$ cat src/rtl/wb_write_queue.sv
// Writeback write queue: buffers load/ALU register writes in order and drains one per cycle to the regfile port.
// Optional stats counters (wr_total, stall_cycles) are built when WBQ_STATS_EN is defined.
module wb_write_queue #(
  parameter int DEPTH = 4,
  parameter int AW    = 5,
  parameter int DW    = 32
) (
  input  logic                       clk,
  input  logic                       rst_n,
  input  logic                       ld_valid,
  input  logic [AW-1:0]              ld_rd,
  input  logic [DW-1:0]              ld_data,
  output logic                       ld_ready,
  input  logic                       alu_valid,
  input  logic [AW-1:0]              alu_rd,
  input  logic [DW-1:0]              alu_data,
  output logic                       alu_ready,
  input  logic                       wb_hold,
  output logic                       we3,
  output logic [AW-1:0]              A3,
  output logic [DW-1:0]              WD3,
  input  logic [AW-1:0]              q1_addr,
  input  logic [AW-1:0]              q2_addr,
  output logic                       q1_hit,
  output logic                       q2_hit,
  output logic [DW-1:0]              q1_data,
  output logic [DW-1:0]              q2_data,
  output logic [31:0]                busy_mask,
  output logic [$clog2(DEPTH):0]     count
`ifdef WBQ_STATS_EN
  ,
  output logic [31:0]                wr_total,
  output logic [31:0]                stall_cycles
`endif
);
  localparam int PW = $clog2(DEPTH);
  localparam int CW = PW + 1;

  logic [DEPTH-1:0]         r_vld;
  logic [DEPTH-1:0][AW-1:0] r_rd;
  logic [DEPTH-1:0][DW-1:0] r_data;
  logic [PW-1:0]            r_head, r_tail;
  logic [CW-1:0]            r_count;

  logic [CW-1:0] w_free;
  logic          w_enq_ld, w_enq_alu, w_deq;
  logic [PW-1:0] w_alu_slot;

  // Readiness looks only at registered occupancy; a same-cycle drain gives no credit.
  assign w_free    = CW'(DEPTH) - r_count;
  assign ld_ready  = (w_free != '0);
  assign alu_ready = (w_free >= CW'(2)) || ((w_free == CW'(1)) && !ld_valid);

  // Writes to r0 complete the handshake but never occupy a slot.
  assign w_enq_ld   = ld_valid  && ld_ready  && (ld_rd  != '0);
  assign w_enq_alu  = alu_valid && alu_ready && (alu_rd != '0);
  assign w_alu_slot = w_enq_ld ? r_tail + PW'(1) : r_tail;
  assign w_deq      = (r_count != '0) && !wb_hold;

  assign we3   = w_deq;
  assign A3    = r_rd[r_head];
  assign WD3   = r_data[r_head];
  assign count = r_count;

  always_ff @(posedge clk or negedge rst_n) begin
    if (!rst_n) begin
      r_vld   <= '0;
      r_rd    <= '0;
      r_data  <= '0;
      r_head  <= '0;
      r_tail  <= '0;
      r_count <= '0;
    end else begin
      if (w_deq) r_vld[r_head] <= 1'b0;
      if (w_enq_ld) begin
        r_vld[r_tail]  <= 1'b1;
        r_rd[r_tail]   <= ld_rd;
        r_data[r_tail] <= ld_data;
      end
      if (w_enq_alu) begin
        r_vld[w_alu_slot]  <= 1'b1;
        r_rd[w_alu_slot]   <= alu_rd;
        r_data[w_alu_slot] <= alu_data;
      end
      r_head  <= r_head + PW'(w_deq);
      r_tail  <= r_tail + PW'(w_enq_ld) + PW'(w_enq_alu);
      r_count <= r_count + CW'(w_enq_ld) + CW'(w_enq_alu) - CW'(w_deq);
    end
  end

  // Walk oldest to youngest so the last match left standing is the youngest.
  always_comb begin
    logic [PW-1:0] w_idx;
    q1_hit  = 1'b0;
    q2_hit  = 1'b0;
    q1_data = '0;
    q2_data = '0;
    w_idx   = '0;
    for (int i = 0; i < DEPTH; i++) begin
      w_idx = r_head + PW'(i);
      if (r_vld[w_idx] && (r_rd[w_idx] == q1_addr) && (q1_addr != '0)) begin
        q1_hit  = 1'b1;
        q1_data = r_data[w_idx];
      end
      if (r_vld[w_idx] && (r_rd[w_idx] == q2_addr) && (q2_addr != '0)) begin
        q2_hit  = 1'b1;
        q2_data = r_data[w_idx];
      end
    end
  end

  always_comb begin
    busy_mask = '0;
    for (int i = 0; i < DEPTH; i++)
      for (int b = 1; b < 32; b++)
        if (r_vld[i] && (32'(r_rd[i]) == 32'(b))) busy_mask[b] = 1'b1;
  end

`ifdef WBQ_STATS_EN
  logic [31:0] r_wr_total, r_stall_cycles;
  always_ff @(posedge clk or negedge rst_n) begin
    if (!rst_n) begin
      r_wr_total     <= '0;
      r_stall_cycles <= '0;
    end else begin
      r_wr_total     <= r_wr_total + 32'(we3);
      r_stall_cycles <= r_stall_cycles +
                        32'((ld_valid && !ld_ready) || (alu_valid && !alu_ready));
    end
  end
  assign wr_total     = r_wr_total;
  assign stall_cycles = r_stall_cycles;
`endif
endmodule

$ cat config.mk
export PLATFORM = sky130hd
export DESIGN_NAME = wb_write_queue
export DESIGN_NICKNAME = d
export VERILOG_FILES = /design/src/rtl/wb_write_queue.sv
export SDC_FILE = /design/constraint.sdc
export NUM_CORES = 1
export LEC_CHECK = 0
export BUFFER_PORTS_ARGS = -buffer_cell sky130_fd_sc_hd__buf_2
export CORE_ASPECT_RATIO = 0.6
export CORE_MARGIN = 2
export CORE_UTILIZATION = 40
export CTS_BUF_LIST = sky130_fd_sc_hd__clkbuf_16
export DETAILED_ROUTE_END_ITERATION = 7
export PLACE_DENSITY = 0.71
export SYNTH_ARGS = -nofsm -noshare
export SYNTH_HDL_FRONTEND = slang
export SYNTH_SLANG_ARGS = --single-unit
$ cat constraint.sdc
create_clock -name clk -period 5.9 [get_ports clk]
set_clock_uncertainty 0.2 [all_clocks]
set_input_delay 1.475 -clock clk [delete_from_list [all_inputs] [get_ports clk]]
set_output_delay 1.475 -clock clk [all_outputs]
set_load 0.01 [all_outputs]
==> Word level (Yosys, flattened, before mapping) <==
Cells that the tools add are included.
{ "op_classes": {"n_lt_le_gt_ge": 10, "n_mux": 190, "n_bitwise": 4, "reduce_logical": 158, "n_eq_ne": 133, "addsub": 11} }
{ "op_table": {"columns": ["cell", "n"], "rows": [
  ["$mux 32", 14],
  ["$eq 5x5->1 const B", 64],
  ["$bmux 32 s2", 4],
  ["$bwmux 128", 2],
  ["$mux 128", 2],
  ["$eq 5x4->1 const B", 32],
  ["$logic_and 1x1->1", 149],
  ["$mux 1", 139],
  ["$demux 32 s2", 2],
  ["$eq 5x3->1 const B", 16],
  ["$bmux 5 s2", 4],
  ["$bwmux 20", 2],
  ["$eq 5x2->1 const B", 8],
  ["$eq 5x5->1", 8],
  ["$mux 20", 2],
  ["$mux 5", 6],
  ["$demux 5 s2", 2],
  ["$eq 5x1->1 const B", 4],
  ["$reduce_bool 5->1", 4],
  ["$lt 2x3->1 const B", 6],
  ["$mux 4", 3],
  ["$bmux 1 s2", 4],
  ["$or 4x4->4", 2],
  ["$add 2x1->2", 3],
  ["15 further kinds", 24]
]} }
{ "totals": {"inputBits": 89, "out_inout_bits": 141, "regBits": 159} }

==> Depth between registers and ports, before layout <==
{ "logic_depth": {"depth_word": 11, "ltp_mapped": 15, "depth_no_buf": 11} }

==> Least setup slack after synthesis <==
No wires, ideal clock.
{ "synth_path": {"path_kind": "register to output", "from": "register r_head[0]", "to": "output port q1_data[29]", "required_time_ps": 4225, "setup_slack_ps": 904, "arrival_time_ps": 3321, "stages_incl_launch_ff": 15, "cell_sequence": "dfrtp_1 -> buf_6 -> buf_6 -> buf_4 -> inv_1 -> ha_1 -> buf_4 -> buf_2 -> mux4_2 -> xnor2_1 -> nand4_1 -> or2_2 -> and2_1 -> clkbuf_1 -> a221oi_1"} }
{ "synth_between": {"elab_chain_len": 9, "word_cells_on_any_way": 43} }
{ "synth_lines": {"columns": ["element", "line", "source"], "rows": [
  ["start: declaration", "42", "logic [PW-1:0] r_head, r_tail;"],
  ["start signal: assignment", "85", "r_head <= r_head + PW'(w_deq);"],
  ["$add 2x1->2 / $bmux 5 s2 (equally long branches)", "100, 101", null],
  ["$bmux 5 s2 / $mux 5 (equally long branches)", "101", "if (r_vld[w_idx] && (r_rd[w_idx] == q1_addr) && (q1_addr != '0)) begin"],
  ["$mux 5 (not written as such) / $eq 5x5->1 (equally long branches)", "101", null],
  ["$eq 5x5->1 / $logic_and 1x1->1 (equally long branches)", "101", null],
  ["$logic_and 1x1->1", "101", null],
  ["$logic_and 1x1->1 / $mux 32 (equally long branches)", "101", null],
  ["$mux 32 (2 in a row)", "101", null],
  ["$mux 32 (*)", "101", null],
  ["end: declaration", "26", "output logic [DW-1:0] q1_data,"]
]} }
Mark *: on every way between the ends. The rest lies on a longest branch, timed or not. The select of a mux whose other input is x is not followed.

==> Worst setup path in the final report <==
{ "layout_path": {"from": "register r_head[0]", "to": "output port q2_data[16]"} }
{ "layout_between": {"elab_chain_len": 9, "word_cells_on_any_way": 43} }
{ "layout_lines": {"columns": ["element", "line", "source"], "rows": [
  ["$add 2x1->2 / $bmux 5 s2 (equally long branches)", "100, 105", null],
  ["$bmux 5 s2 / $mux 5 (equally long branches)", "105", "if (r_vld[w_idx] && (r_rd[w_idx] == q2_addr) && (q2_addr != '0)) begin"],
  ["$mux 5 (not written as such) / $eq 5x5->1 (equally long branches)", "105", null],
  ["$eq 5x5->1 / $logic_and 1x1->1 (equally long branches)", "105", null],
  ["$logic_and 1x1->1", "105", null],
  ["$logic_and 1x1->1 / $mux 32 (equally long branches)", "105", null],
  ["$mux 32 (2 in a row)", "105", null],
  ["$mux 32 (*)", "105", null],
  ["end: declaration", "27", "output logic [DW-1:0] q2_data,"]
]} }
Marks and branches as above.

==> impl_metrics.tcl <==
set metrics [dict create \
    status "completed" \
    dieArea_mm2 0.0381 \
    yosys_warnings 0 \
    yosys.area_share.simple_pct 11.0 \
    reg2reg_to "r_data[24]" \
    syn_nets 1587 \
    avgSynthCellArea_um2 9.87 \
    rows 54 \
    synth_compound_area_share_pct 16.7 \
    yosys.area_share.adder_pct 1.70 \
    holdPathEnd "r_tail[1]" \
    first_iter_violations 2076 \
    clock.fmax_ghz 0.175 \
    cts.htree.levels 4 \
    vias_per_cell 6.51 \
    worst_slew_pin_slew_ns 1.03 \
    timing.rr.start "count[1]" \
    hp-start "r_tail[1]" \
    grt_max_degree 99 \
    rr_worst_depth 11 \
    path_clk_slew_ns 0.07 \
    overflow 0 \
    antenna_found_initial 12 \
    required_ns 4.22 \
    cts_setup_buffers 0 \
    place_hpwl_mm 38.0 \
    drv_slew 0 \
    syn_to_final_growth_pct 14.9 \
    synth-seq-cells 159 \
    synth_edf_count 0 \
    final_cell_area_mm2 0.0168 \
    critPathMaxStageDelay_ns 0.61 \
    cts_sinks 159 \
    clkLatencyLatePin_ns 0.46 \
    drtPass1Iterations 8 \
    p_seq_share_pct 20.8 \
    yosysSeqAreaShare_pct 27.2 \
    die_x_um 251 \
    max-slew-margin-rel_pct 31.0 \
    yosys.cell_types.count 69 \
    track_usage_pct 28.6 \
    power_leakage_nw 7.41 \
    numCtsBuffers 17 \
    internal_power_mw 5.99 \
    core_area_mm2 0.0361 \
    placed_area_mm2 0.0162 \
    rsz0062_at_grt "no" \
    drc 0 \
    die_h_um 152 \
    min_period_ns 5.73 \
    io_pins 230 \
    wl_per_cell_um 25.7 \
    reg2reg_slack_ns 2.20 \
    hold_ws_ns 0.421 \
    net-switching-power_mw 6.12 \
    period_share_pct 97.1 \
    vias 13850 \
    initial_core_util_pct 40.4 \
    final-hold-violation-count 0 \
    crit_arrival_ns 4.05 \
    synthMuxAreaShare_pct 35.6 \
    worst-setup-path-type "register to output port" \
    cp_max_fo 19 \
    drt-total-wl_mm 54.8 \
    first_global_vias 13255 \
    hold_depth 1 \
    synth_top_flop_cell "dfrtp_1" \
    p_per_area_mw_per_mm2 721 \
    critPathLaunchType "register" \
    io_buffer_count 228 \
    synth_top_family_by_area "multiplexers" \
    async_reset_ff_share_pct 100 \
    end_kind "output port" \
    critPathSlowestCell "mux4_2" \
    place_congestion 1.01 \
    switching_share_pct 50.5 \
    synthXorXnorAreaFrac_pct 2.82 \
    cts_tree "built" \
    syn_area_mm2 0.0146 \
    cts-root-buf "clkbuf_16" \
    cts.path.max_buffers 2 \
    combPwrFrac_pct 69.9 \
    clkPwrFrac_pct 9.3 \
    grt_pass1_wl_mm 83.3 \
    setup-violations-final 0 \
    vdd_drop_max_mv 0.375 \
    drive_gt1_share_pct 29.9 \
    crit_chain "inv_1 -> ha_4 -> mux4_2 -> xnor2_1 -> nand4_1 -> nor2_4 -> buf_4 -> mux2i_1 -> o221ai_1 -> buf_2" \
    drtAntennaViolNets 0 \
    setup_tns_ns 0 \
    max_cap_violations 0 \
    synthCells 1480 \
    hp-class "register to register" \
    layout.nets 1738 \
]
==> power groups by stage <==
| stage | sequential [mW] | combinational (mW) | clock [mW] |
|---|---|---|---|
| 2_1_floorplan | 2.08 | 6.19 | 0 |
| 3_3_place_gp | 2.39 | 8.16 | 0 |
| 3_5_place_dp | 2.47 | 8.31 | 0 |
| 4_1_cts | 2.46 | 8.35 | 1.14 |
| 5_1_grt | 2.58 | 9.06 | 1.19 |
| 6_report | 2.52 | 8.46 | 1.13 |
==> metal layers <==
| layer | GRT usage, % | routed length (um) | up-vias |
|---|---|---|---|
| met2 | 40.9 | 23400 | 961 |
| met1 | 40.8 | 22800 | 6821 |
| met5 | 0 | 37 | - |
| met3 | 8.65 | 6660 | 123 |
| li1 | - | - | 5939 |
| met4 | 10.2 | 1850 | 6 |
==> registers in the layout, indices dropped and copies added (netlist names) <==
| signal | count |
|---|---|
| r_rd | 20 |
| r_head | 2 |
| count | 3 |
| r_vld | 4 |
| r_tail | 2 |
| r_data | 128 |
==> layout make-up <==
class                   instances  area [um2]
fillers                      3345       19400
diodes                          9        22.5
well taps                     476         596
inverters                      15        56.3
multi-input cells            1160        9960
clock inverters                15         165
flip-flops and latches        159        3990
repair buffers                278        1580
clock buffers                  17         425
==> worst max path at each step <==
| stage | from | to | slack, ns | cells after the start |
|---|---|---|---|---|
| after floorplan | r_head[0] | q1_data[29] | 0.90 | 14 |
| after global placement | q2_addr[1] | q2_data[30] | 0.54 | 9 |
| after detailed placement | q2_addr[1] | q2_data[30] | 0.52 | 9 |
| after CTS | r_head[1] | q2_data[10] | 0.08 | 10 |
| after global routing | r_head[1] | q2_data[6] | 0.002 | 10 |
| final | r_head[0] | q2_data[16] | 0.17 | 10 |
==> layout by cell type (no fill, tap or decap), types with 5 or more instances in the layout <==
| cell type | netlist | final |
|---|---|---|
| a21oi_1 | 80 | 79 |
| a221o_1 | 9 | 9 |
| a22oi_1 | 48 | 48 |
| a32oi_1 | 5 | 5 |
| buf_2 | 44 | 227 |
| buf_4 | 3 | 45 |
| clkbuf_16 | 0 | 17 |
| dfrtp_1 | 159 | 157 |
| diode_2 | 0 | 9 |
| ha_1 | 15 | 14 |
| inv_1 | 14 | 14 |
| inv_8 | 0 | 5 |
| mux2_2 | 10 | 10 |
| mux2i_1 | 218 | 218 |
| mux4_2 | 125 | 125 |
| nand2_1 | 178 | 175 |
| nand2b_1 | 13 | 13 |
| nand3_1 | 18 | 18 |
| nand4_1 | 7 | 7 |
| nor2_1 | 80 | 77 |
| nor2_4 | 2 | 5 |
| nor2b_1 | 13 | 13 |
| nor3_1 | 15 | 15 |
| o211ai_1 | 6 | 6 |
| o21ai_0 | 137 | 137 |
| o21ai_2 | 8 | 8 |
| o221ai_1 | 31 | 31 |
| o22ai_1 | 25 | 25 |
| or2_2 | 5 | 5 |
| xnor2_1 | 33 | 33 |
| xor2_1 | 14 | 14 |
==> worst max-delay path: cells and delay by family (launching register included) <==
| kind | cells | cell delay [ns] |
|---|---|---|
| xor+xnor | 1 | 0.19 |
| fa+ha+maj | 1 | 0.33 |
| simple gates | 2 | 0.74 |
| compound gates | 1 | 0.16 |
| mux | 2 | 0.85 |
| flops | 1 | 0.47 |
| buf+inv | 3 | 0.83 |
==> stage by stage <==
step / total power [mW] / instances / util (%) / setup WS [ns]
after floorplan: 8.26 / 1480 / - / 0.904
after global placement: 10.5 / 2088 / 44.7 / 0.542
after detailed placement: 10.8 / 2088 / 44.7 / 0.524
after CTS: 12.0 / 2120 / 46.3 / 0.0831
after global routing: 12.8 / 2122 / 46.4 / 0.00209
final: 12.1 / 2129 / 46.4 / 0.172
==> Yosys cell counts (4+ instances only) <==
cell type | count | area share [%]
o21ai_2 | 8 | 0.48
inv_1 | 14 | 0.36
nand4_1 | 7 | 0.30
a22oi_1 | 48 | 2.5
a21oi_2 | 4 | 0.24
a32oi_1 | 5 | 0.30
nor3_1 | 15 | 0.51
nor2b_1 | 13 | 0.56
mux4_2 | 125 | 19
mux2i_1 | 218 | 15
xnor2_1 | 33 | 2.0
buf_2 | 44 | 1.5
or2_2 | 5 | 0.21
dfrtp_1 | 159 | 27
nor2_1 | 80 | 2.1
nand3_1 | 18 | 0.62
a21oi_1 | 80 | 2.7
and2_1 | 4 | 0.17
o21ai_0 | 137 | 4.7
o22ai_1 | 25 | 1.1
buf_1 | 5 | 0.13
ha_1 | 15 | 1.3
nand2b_1 | 13 | 0.56
clkbuf_1 | 88 | 2.3
a22oi_2 | 4 | 0.34
nand2_1 | 178 | 4.6
o211ai_1 | 6 | 0.31
mux2_2 | 10 | 0.77
o221ai_1 | 31 | 1.9
xor2_1 | 14 | 0.84
a221o_1 | 9 | 0.62
==> cell families (layout without fill, tap and decap cells) <==
group | after synthesis | in the layout
AO/OA/AOI/OAI | 380 | 380
XOR/XNOR | 47 | 47
adder cells (fa/ha/maj) | 18 | 18
buffers and inverters | 161 | 325
flip-flops | 159 | 159
multiplexers | 357 | 357
other | 1 | 10
AND/OR/NAND/NOR | 357 | 357
==> repair_timing <==
item,CTS,global route
resized for setup,0,3
setup endpoints to repair,0,20
hold buffers,0,0
hold endpoints to repair,0,0
(Power assumes the default switching activity.)
